**src/rtl/mem_access_stage_pkg.sv**
```systemverilog
// mem_access_stage_pkg: shared control bundle, stage state and memory-op decode.
package mem_access_stage_pkg;

  typedef struct packed {
    logic       reg_write;
    logic [4:0] rd;
    logic [3:0] alu_op;
    logic       is_alu;
    logic       lb;
    logic       lh;
    logic       lw;
    logic       lbu;
    logic       lhu;
    logic       sb;
    logic       sh;
    logic       sw;
  } control_info;

  typedef enum logic {IDLE, ACCESS} mem_state_t;

  typedef enum logic [1:0] {SZ_B, SZ_H, SZ_W} acc_size_t;

  typedef struct packed {
    logic      load;
    logic      store;
    acc_size_t size;
    logic      is_unsigned;
  } mem_op_t;

  function automatic mem_op_t decode_mem(input control_info c);
    mem_op_t m;
    m.load        = c.lb | c.lh | c.lw | c.lbu | c.lhu;
    m.store       = c.sb | c.sh | c.sw;
    m.size        = (c.lw | c.sw) ? SZ_W : (c.lh | c.lhu | c.sh) ? SZ_H : SZ_B;
    m.is_unsigned = c.lbu | c.lhu;
    return m;
  endfunction

endpackage

```
**src/rtl/mem_access_stage_load_align.sv**
```systemverilog
// load_align: picks the addressed byte/half/word out of a read word and extends it.
module load_align
  import mem_access_stage_pkg::*;
(
  input  logic [31:0] rdata,
  input  logic [1:0]  off,
  input  acc_size_t   size,
  input  logic        is_unsigned,
  output logic [31:0] data
);
  logic [7:0]  b;
  logic [15:0] h;
  always_comb begin
    b    = rdata[{off, 3'b000} +: 8];
    h    = rdata[{off[1], 4'b0000} +: 16];
    data = size == SZ_W ? rdata :
           size == SZ_H ? {{16{~is_unsigned & h[15]}}, h} :
                          {{24{~is_unsigned & b[7]}}, b};
  end
endmodule

```
**src/rtl/mem_access_stage.sv**
```systemverilog
// mem_access_stage: execute-to-writeback stage running load/store transfers on a req/ack port.
module mem_access_stage
  import mem_access_stage_pkg::*;
#(
  parameter int TIMEOUT_CYCLES = 255
) (
  input  logic        CLK,
  input  logic        RSTN,
  input  logic        IN_VALID,
  output logic        IN_READY,
  input  control_info CTR_INFO,
  input  logic [31:0] EXEC_RD,
  input  logic [31:0] RS2_DATA,
  output logic        DMEM_REQ,
  output logic        DMEM_WE,
  output logic [31:0] DMEM_ADDR,
  output logic [3:0]  DMEM_BE,
  output logic [31:0] DMEM_WDATA,
  input  logic        DMEM_ACK,
  input  logic [31:0] DMEM_RDATA,
  output logic        OUT_VALID,
  output control_info OUT_CTR_INFO,
  output logic [31:0] OUT_EXEC_RD,
  output logic [31:0] MEMORY_OUT,
  output logic        MISALIGNED,
  output logic        BUS_ERROR
);
  localparam logic [15:0] LAST = 16'(TIMEOUT_CYCLES - 1);

  mem_state_t  state;
  logic [15:0] cnt;
  mem_op_t     op;
  logic [1:0]  off;
  logic        is_mem;
  logic        misal;
  logic [3:0]  be;
  logic [31:0] wdata;
  logic [31:0] aligned;
  control_info p_ctr;
  logic [31:0] p_exec;
  logic        p_load;
  logic        p_uns;
  acc_size_t   p_size;
  logic [1:0]  p_off;

  always_comb begin
    op     = decode_mem(CTR_INFO);
    off    = EXEC_RD[1:0];
    is_mem = op.load | op.store;
    misal  = is_mem & ((op.size == SZ_H & off[0]) | (op.size == SZ_W & off != 2'b00));
    be     = op.size == SZ_W ? 4'b1111 : op.size == SZ_H ? 4'b0011 << off : 4'b0001 << off;
    wdata  = op.size == SZ_W ? RS2_DATA : op.size == SZ_H ? {2{RS2_DATA[15:0]}} : {4{RS2_DATA[7:0]}};
  end

  assign IN_READY = state == IDLE;

  load_align u_align (
    .rdata       (DMEM_RDATA),
    .off         (p_off),
    .size        (p_size),
    .is_unsigned (p_uns),
    .data        (aligned)
  );

  // Pending bundle is staged in p_* so the output registers only change on a pulse.
  always_ff @(posedge CLK or negedge RSTN) begin
    if (!RSTN) begin
      state        <= IDLE;
      cnt          <= '0;
      DMEM_REQ     <= 1'b0;
      DMEM_WE      <= 1'b0;
      DMEM_ADDR    <= '0;
      DMEM_BE      <= '0;
      DMEM_WDATA   <= '0;
      OUT_VALID    <= 1'b0;
      OUT_CTR_INFO <= '0;
      OUT_EXEC_RD  <= '0;
      MEMORY_OUT   <= '0;
      MISALIGNED   <= 1'b0;
      BUS_ERROR    <= 1'b0;
      p_ctr        <= '0;
      p_exec       <= '0;
      p_load       <= 1'b0;
      p_uns        <= 1'b0;
      p_size       <= SZ_B;
      p_off        <= '0;
    end else begin
      OUT_VALID <= 1'b0;
      if (state == IDLE) begin
        if (IN_VALID) begin
          if (is_mem && !misal) begin
            state      <= ACCESS;
            cnt        <= '0;
            DMEM_REQ   <= 1'b1;
            DMEM_WE    <= op.store;
            DMEM_ADDR  <= {EXEC_RD[31:2], 2'b00};
            DMEM_BE    <= be;
            DMEM_WDATA <= wdata;
            p_ctr      <= CTR_INFO;
            p_exec     <= EXEC_RD;
            p_load     <= op.load;
            p_uns      <= op.is_unsigned;
            p_size     <= op.size;
            p_off      <= off;
          end else begin
            OUT_VALID    <= 1'b1;
            OUT_CTR_INFO <= CTR_INFO;
            OUT_EXEC_RD  <= EXEC_RD;
            MEMORY_OUT   <= '0;
            MISALIGNED   <= misal;
            BUS_ERROR    <= 1'b0;
          end
        end
      end else if (DMEM_ACK || cnt == LAST) begin
        state        <= IDLE;
        DMEM_REQ     <= 1'b0;
        OUT_VALID    <= 1'b1;
        OUT_CTR_INFO <= p_ctr;
        OUT_EXEC_RD  <= p_exec;
        MEMORY_OUT   <= (DMEM_ACK && p_load) ? aligned : '0;
        MISALIGNED   <= 1'b0;
        BUS_ERROR    <= !DMEM_ACK;
      end else begin
        cnt <= cnt + 16'd1;
      end
    end
  end
endmodule
```
**config.mk**
```make
export PLATFORM = sky130hd
export DESIGN_NAME = mem_access_stage
export DESIGN_NICKNAME = d
export VERILOG_FILES = /design/src/rtl/mem_access_stage_pkg.sv /design/src/rtl/mem_access_stage_load_align.sv /design/src/rtl/mem_access_stage.sv
export SDC_FILE = /design/constraint.sdc
export NUM_CORES = 1
export LEC_CHECK = 0
export CORE_ASPECT_RATIO = 2
export CORE_MARGIN = 2
export CORE_UTILIZATION = 52
export CTS_CLUSTER_SIZE = 8
export DETAILED_ROUTE_END_ITERATION = 7
export GPL_TIMING_DRIVEN = 0
export PLACE_DENSITY = 0.87
export SLEW_MARGIN = 10
export SYNTH_ARGS = -nofsm -noshare
export SYNTH_HDL_FRONTEND = slang
export SYNTH_HIERARCHICAL = 1
export SYNTH_SLANG_ARGS = --single-unit
```
**constraint.sdc**
```tcl
create_clock -name CLK -period 3.4 [get_ports CLK]
set_input_delay 0.68 -clock CLK [delete_from_list [all_inputs] [get_ports CLK]]
set_output_delay 0.68 -clock CLK [all_outputs]
set_load 0.05 [all_outputs]
```
After elaboration in Yosys (flattened, before gate mapping):

Cells that the tools add are included.
Widths: inputs -> output; s select.

* word-level logic and storage cells: 129
* register bits after elaboration: 228
* output and inout bits: 157
* input bits: 119

* bitwise gates (word level): 19
* eq/ne operators: 8
* muxes and demuxes: 44
* $add $sub $neg: 1
* reductions and logical operators: 12
* shifts and indexed selects: 4

Operators by type and width (number)
* $mux 32: 13
* $mux 19: 4
* $mux 16: 4
* $shiftx 32x6->16: 1
* $shiftx 32x6->8: 1
* $mux 1: 20
* $add 16x1->16 const B: 1
* $eq 16x8->1 const B: 1
* $or 1x1->1: 12
* $reduce_and 3->1: 4
* $mux 4: 2
* $reduce_bool 2->1: 3
* $and 1x1->1: 5
* $eq 2x1->1 const B: 2
* $eq 2x2->1 const B: 2
* $ne 2x2->1 const B: 2
* $shl 1x2->4 const A: 1
* $shl 2x2->4 const A: 1
* $logic_and 1x1->1: 2
* $logic_not 1->1: 2
* $mux 2: 1
* $ne 2x1->1 const B: 1
* $not 1->1: 2
* $logic_or 1x1->1: 1

Longest topological paths before layout:

* depth after elaboration: 13
* gate-level depth with buffers: 10
* mapped depth without buffers: 7

Hierarchy:

Netlist, hierarchy kept.

By module, submodules not included
* mem_access_stage: cells each 894, times used 1, seq. area each 4904.7 sq um, area an instance 8743.4 sq um
* load_align: cells each 100, times used 1, seq. area each 0.0 sq um, area an instance 740.7 sq um

Worst setup path after synthesis:

Ideal clock, no wire load.

* kind: input -> register
* from: in CTR_INFO[5] (netlist bit)
* to: reg MEMORY_OUT[29]
* setup slack: 1.086 ns
* buffers on the path: 3
* library setup time: 0.121 ns
* required time: 3.279 ns
* cell stages on the path: 8
* arrival time: 2.193 ns
* path through: clkbuf_1 or3b_1 o22ai_1 o21ai_2 and2_4 buf_6 buf_6 a22o_1

* cells in the longest elaborated chain, start to end: 10
* elaborated cells between the ends (all ways): 16
* those cells by class: 3 x eq/ne; 1 x mux; 9 x bitwise; 3 x reduce/logical

Ends and longest elaborated chain
* from (decl): RTL line mem_access_stage.sv:11 `input control_info CTR_INFO,`
* $or 1x1->1: RTL line mem_access_stage_pkg.sv:34 `m.size = (c.lw | c.sw) ? SZ_W : (c.lh | c.lhu | c.sh) ? SZ_H : SZ_B;`
* $mux 2: RTL line mem_access_stage_pkg.sv:34
* $eq 2x1->1 or $eq 2x2->1 (tied branches): RTL line mem_access_stage.sv:50 `misal = is_mem & ((op.size == SZ_H & off[0]) | (op.size == SZ_W & off != 2'b00));`
* $and 1x1->1: RTL line mem_access_stage.sv:50
* $or 1x1->1: RTL line mem_access_stage.sv:50
* $and 1x1->1: RTL line mem_access_stage.sv:50
* $logic_not 1->1: RTL line mem_access_stage.sv:91 `if (is_mem && !misal) begin`
* $logic_and 1x1->1 (*): RTL line mem_access_stage.sv:91
* $ne 2x2->1 (no line) (*)
* $reduce_and 3->1 (no line) (*)
* to (signal assigned): RTL line mem_access_stage.sv:120 `MEMORY_OUT <= (DMEM_ACK && p_load) ? aligned : '0;`
* to (decl): RTL line mem_access_stage.sv:24 `output logic [31:0] MEMORY_OUT,`

Every way passes the cells marked *; elsewhere a longest branch is shown, timed or not.
A chain may end at the register's enable or synchronous reset.

Worst setup path in the final report:

* from: in CTR_INFO[3] (netlist bit)
* to: reg OUT_CTR_INFO[5] (netlist bit)

* cells in the longest elaborated chain, start to end: 12
* elaborated cells between the ends (all ways): 16
* those cells by class: 3 x eq/ne; 2 x mux; 8 x bitwise; 3 x reduce/logical

Ends and longest elaborated chain
* $or 1x1->1 (2 in a row): RTL line mem_access_stage_pkg.sv:34
* $mux 1: RTL line mem_access_stage_pkg.sv:34
* $mux 2: RTL line mem_access_stage_pkg.sv:34
* $eq 2x1->1 or $eq 2x2->1 (tied branches): RTL line mem_access_stage.sv:50
* $and 1x1->1: RTL line mem_access_stage.sv:50
* $or 1x1->1: RTL line mem_access_stage.sv:50
* $and 1x1->1: RTL line mem_access_stage.sv:50
* $logic_not 1->1: RTL line mem_access_stage.sv:91
* $logic_and 1x1->1 (*): RTL line mem_access_stage.sv:91
* $ne 2x2->1 (no line) (*)
* $reduce_and 3->1 (no line) (*)
* to (signal assigned): RTL line mem_access_stage.sv:118 `OUT_CTR_INFO <= p_ctr;`
* to (decl): RTL line mem_access_stage.sv:22 `output control_info OUT_CTR_INFO,`

Marks and branches as above.

==> results.cfg <==
[clock_tree]
cts.htree.levels = 4
insertion_delay_ns = 0.43
numCtsBuffers = 17
postCtsSetupRepairBufs = 0
tritoncts = built
cts_root_buf = sky130_fd_sc_hd__clkbuf_16
numClockSinks = 196
cts_max_path_buffers = 2
ctsHoldBuffers = 0
cts.repair.resized = 0
cts.reportedPaths.clkPinSlew_ns = 0.07

[yosys]
synthesis.area_per_instance_sq_um = 9.541
syn_inst = 994
synth_cell_type_count = 57
synth_area_leader_cell = sky130_fd_sc_hd__dfrtp_1
synthSimpleGateAreaFrac_pct = 17.32
synth_async_sr_flop_share_pct = 100.0
post_synth_adder_cell_area_pct = 0.2639
ys_ff_latch = 196
portion_of_netlist_area_occupied_by_mux_cells_pct = 8.245
yosys_most_used_dff = sky130_fd_sc_hd__dfrtp_1
synth-compound-area-share_pct = 15.77
synth_cell_area_sq_mm = 0.009484
synth.top_cell.area_share_pct = 51.72
count_of_flip_flops_with_a_built_in_enable_after_synthesis = 0
synth_top_family_by_area = simple AND/OR/NAND/NOR gates
synthesis.yosys.warnings = 6
synth-seq-area-share_pct = 51.72
netlist_top_cells_area = sky130_fd_sc_hd__dfrtp_1, sky130_fd_sc_hd__nand2_1, sky130_fd_sc_hd__mux2i_1
xor_xnor_share_of_the_synthesized_area_pct = 0

[setup_path]
critical_path.n_buffers_inverters = 2
critical_path.reg2reg.endpoint = OUT_CTR_INFO[5]
reg2reg_slack_ns = 0.87
arrival_worst_endpoint_ns = 3.45
ordered_cell_list_for_the_critical_path = clkdlybuf4s50_1, nor3_2, o22ai_1, o21ai_2, and2_4, clkbuf_1, o21ai_0
cpPeakStageDelay_ns = 0.60
worst-path-max-fanout = 10
ff2ff_path_depth = 9
category_of_the_worst_setup_path_launch_point = input pin
category_of_cells_accounting_for_the_largest_share_of_critical_path_delay = compound AO/OA/AOI/OAI gates
criticalPathCategory = in2reg
setup.worst_path.end_class = flop
worstReg2RegStart = cnt[0]
slowest_stage = sky130_fd_sc_hd__nor3_2
crit_required_ns = 3.69

[floorplan]
die-height_um = 195.0
fp-row-count = 69
top_level_ports = 276
floorplan.die_area_sq_mm = 0.01940
core-area_sq_mm = 0.01778
initial_core_util_pct = 53.33
dieWidth_um = 99.50

[placed_design]
io_buffers = 272
hpwlAfterDp_um = 22120
place_worst_setup_slack_ns = -0.1475
placedInstanceArea_sq_mm = 0.01254
place_congestion = 0.9439

[grt]
wire_length_of_the_first_global_routing_pass_um = 47130
antenna_found_initial = 1
grt.busiest_layer = met2
vias_in_the_first_global_route = 8900
gr_util_met2_pct = 55.01
grt-ovfl-total = 0
grt_use_met1_pct = 34.05
grt_max_degree = 79
grt.met3_usage_pct = 5.548
grt_use_total_pct = 30.93

[sta]
fmax_mhz = 316.2
drv_slew = 0
layout_worst_path_cycle_share_pct = 93.00
hold_violations = 0
timing_worst_slew_pin_value_ns = 0.8053
final.min_clock_period_ns = 3.162
timing.slew.headroom_pct = 46.31
setup_violations = 0
fin_skew_ns = 0.008309
unrepaired_setup_endpoints_after_global_routing = false
final_critical_path_setup_slack_ns = 0.2379

[pwr]
peakVddDrop_v = 0.0005672
leakagePower_nw = 5.985
power_density_mw_per_mm2 = 741.6

[detailed_routing]
postRouteWirelength_um = 29530
antenna_violating_nets_post_route = 0
via_count = 8619
remaining_drc_errors = 0
dr.first_iter.drc_count = 525
dr.pass1.iters = 5
vias_per_cell = 5.700
routed_wire_length_per_instance_um = 19.53

[cells_and_area]
flow.area_growth_from_synthesis_pct = 38.46
layout.nets = 1408
area_of_the_multi_input_gates_sq_mm = 0.003953
design_area_sq_mm = 0.01313
drive_above_1_share_pct = 8.552
layout.filler_cells = 1268
register_area_sq_mm = 0.004905
layout.core_utilization_pct = 73.84

[run]
max_cap_viol_count = 0

[min_path]
timing.hold.worst.class = in2async

[status]
outcome = finished, final reports clean
[synth_stat cells (2+ instances only)]
cell / number
sky130_fd_sc_hd__o21ai_0: 116
sky130_fd_sc_hd__buf_6: 6
sky130_fd_sc_hd__a22oi_1: 8
sky130_fd_sc_hd__o21ai_1: 3
sky130_fd_sc_hd__nand3_1: 66
sky130_fd_sc_hd__clkbuf_1: 35
sky130_fd_sc_hd__nor4_1: 3
sky130_fd_sc_hd__buf_4: 35
sky130_fd_sc_hd__o211ai_1: 2
sky130_fd_sc_hd__o21a_1: 9
sky130_fd_sc_hd__a22o_1: 45
sky130_fd_sc_hd__inv_1: 9
sky130_fd_sc_hd__a21oi_1: 13
sky130_fd_sc_hd__nand4b_1: 2
sky130_fd_sc_hd__dfrtp_1: 196
sky130_fd_sc_hd__a31oi_1: 3
sky130_fd_sc_hd__a21o_1: 17
sky130_fd_sc_hd__ha_1: 2
sky130_fd_sc_hd__nor2_1: 9
sky130_fd_sc_hd__nor2b_1: 2
sky130_fd_sc_hd__nor3_1: 6
sky130_fd_sc_hd__nand2_1: 254
sky130_fd_sc_hd__or2_2: 4
sky130_fd_sc_hd__mux2i_1: 77
sky130_fd_sc_hd__nand4_1: 3
sky130_fd_sc_hd__o31a_1: 2
sky130_fd_sc_hd__or3_1: 4
sky130_fd_sc_hd__nand2b_1: 6
sky130_fd_sc_hd__and3_1: 2
sky130_fd_sc_hd__nor3_2: 2
sky130_fd_sc_hd__buf_1: 8
sky130_fd_sc_hd__buf_2: 20
[cells by family (layout without fill, tap and decap cells)]
| logic type | count (synthesis) | count (layout) |
|---|---|---|
| muxes | 78 | 78 |
| DFF | 196 | 196 |
| adders and majority gates | 2 | 2 |
| and+or+nand+nor | 373 | 373 |
| other | 1 | 3 |
| AOI/OAI and AO/OA | 230 | 230 |
| buffers and inverters | 114 | 417 |
[state kept, by name (all words and copies together), names as in the netlist]
register / cells
DMEM_WDATA: 32
MEMORY_OUT: 32
OUT_EXEC_RD: 32
p_exec: 32
OUT_CTR_INFO: 19
p_ctr: 19
cnt: 16
DMEM_BE: 4
p_size: 2
BUS_ERROR: 1
DMEM_REQ: 1
DMEM_WE: 1
MISALIGNED: 1
OUT_VALID: 1
p_load: 1
p_uns: 1
state: 1
[power breakdown]
part           internal, mW  switching (mW)  total, mW  leakage, nW
logic                  1.57            2.81       4.38         3.21
clock network          1.18           0.901       2.08        0.288
registers              2.89           0.395       3.28         2.49
[placed cells by master (no fill, tap or decap), drive strengths merged, types with 3 or more instances in the layout]
cell type        n
nand3           66
or3              4
a21oi           13
o21ai          120
clkbuf          55
clkinv           3
nor4             3
and2             3
inv             12
a22o            45
or2              4
nor2             9
a31oi            3
dfrtp          196
a21o            17
bufinv           3
nand2b           6
mux2i           77
a22oi            9
nor3             8
buf             71
nand2          254
nand4            3
o21a             9
clkdlybuf4s50  271
[metal layers]
metal / part of all wire (%) / routed length [um] / vias to the layer above
met5: 0 / 0 / -
met4: 5.6 / 1654 / 0
met3: 5.0 / 1476 / 93
met2: 54 / 16050 / 330
met1: 35 / 10350 / 4204
li1: - / - / 3992
[worst max-delay path by stage]
stage          cells past startpoint  slack, ns         from               end
2_1_floorplan                      8       1.09  CTR_INFO[5]    MEMORY_OUT[29]
3_3_place_gp                       1      -6.41         RSTN    DMEM_WDATA[16]
3_5_place_dp                       7      -0.15  CTR_INFO[3]   OUT_CTR_INFO[5]
4_1_cts                            4       0.14        state          IN_READY
5_1_grt                            7       0.08  CTR_INFO[3]  OUT_CTR_INFO[12]
6_report                           7       0.24  CTR_INFO[3]   OUT_CTR_INFO[5]
[worst reg2reg max path: cells and delay by family (launching register included)]
family,cells,cell delay (ns)
compound gates,2,0.51
fa+ha+maj,1,0.19
buf+inv,3,0.72
flops,1,0.44
simple gates,3,0.52
[area by class of cell]
type / count / area share (%)
sequential: 196 / 37.35
multi-input combinational: 685 / 30.10
timing repair buffer: 274 / 21.19
buffer: 104 / 4.516
clock buffer: 19 / 3.373
tap: 213 / 2.030
clock inverter: 11 / 1.162
inverter: 9 / 0.2573
antenna: 1 / 0.01906
[through the flow]
stage          hold slack, ns  total power [mW]  TNS [ns]  cells
2_1_floorplan          0.3844             6.093         0    995
3_3_place_gp           0.4555             7.576  -1255.86   1480
3_5_place_dp           0.4623             7.669    -4.329   1482
4_1_cts                0.1405             9.762         0   1512
5_1_grt                0.1476             10.13         0   1512
6_report               0.1388             9.739         0   1512
(Power assumes the default switching activity.)
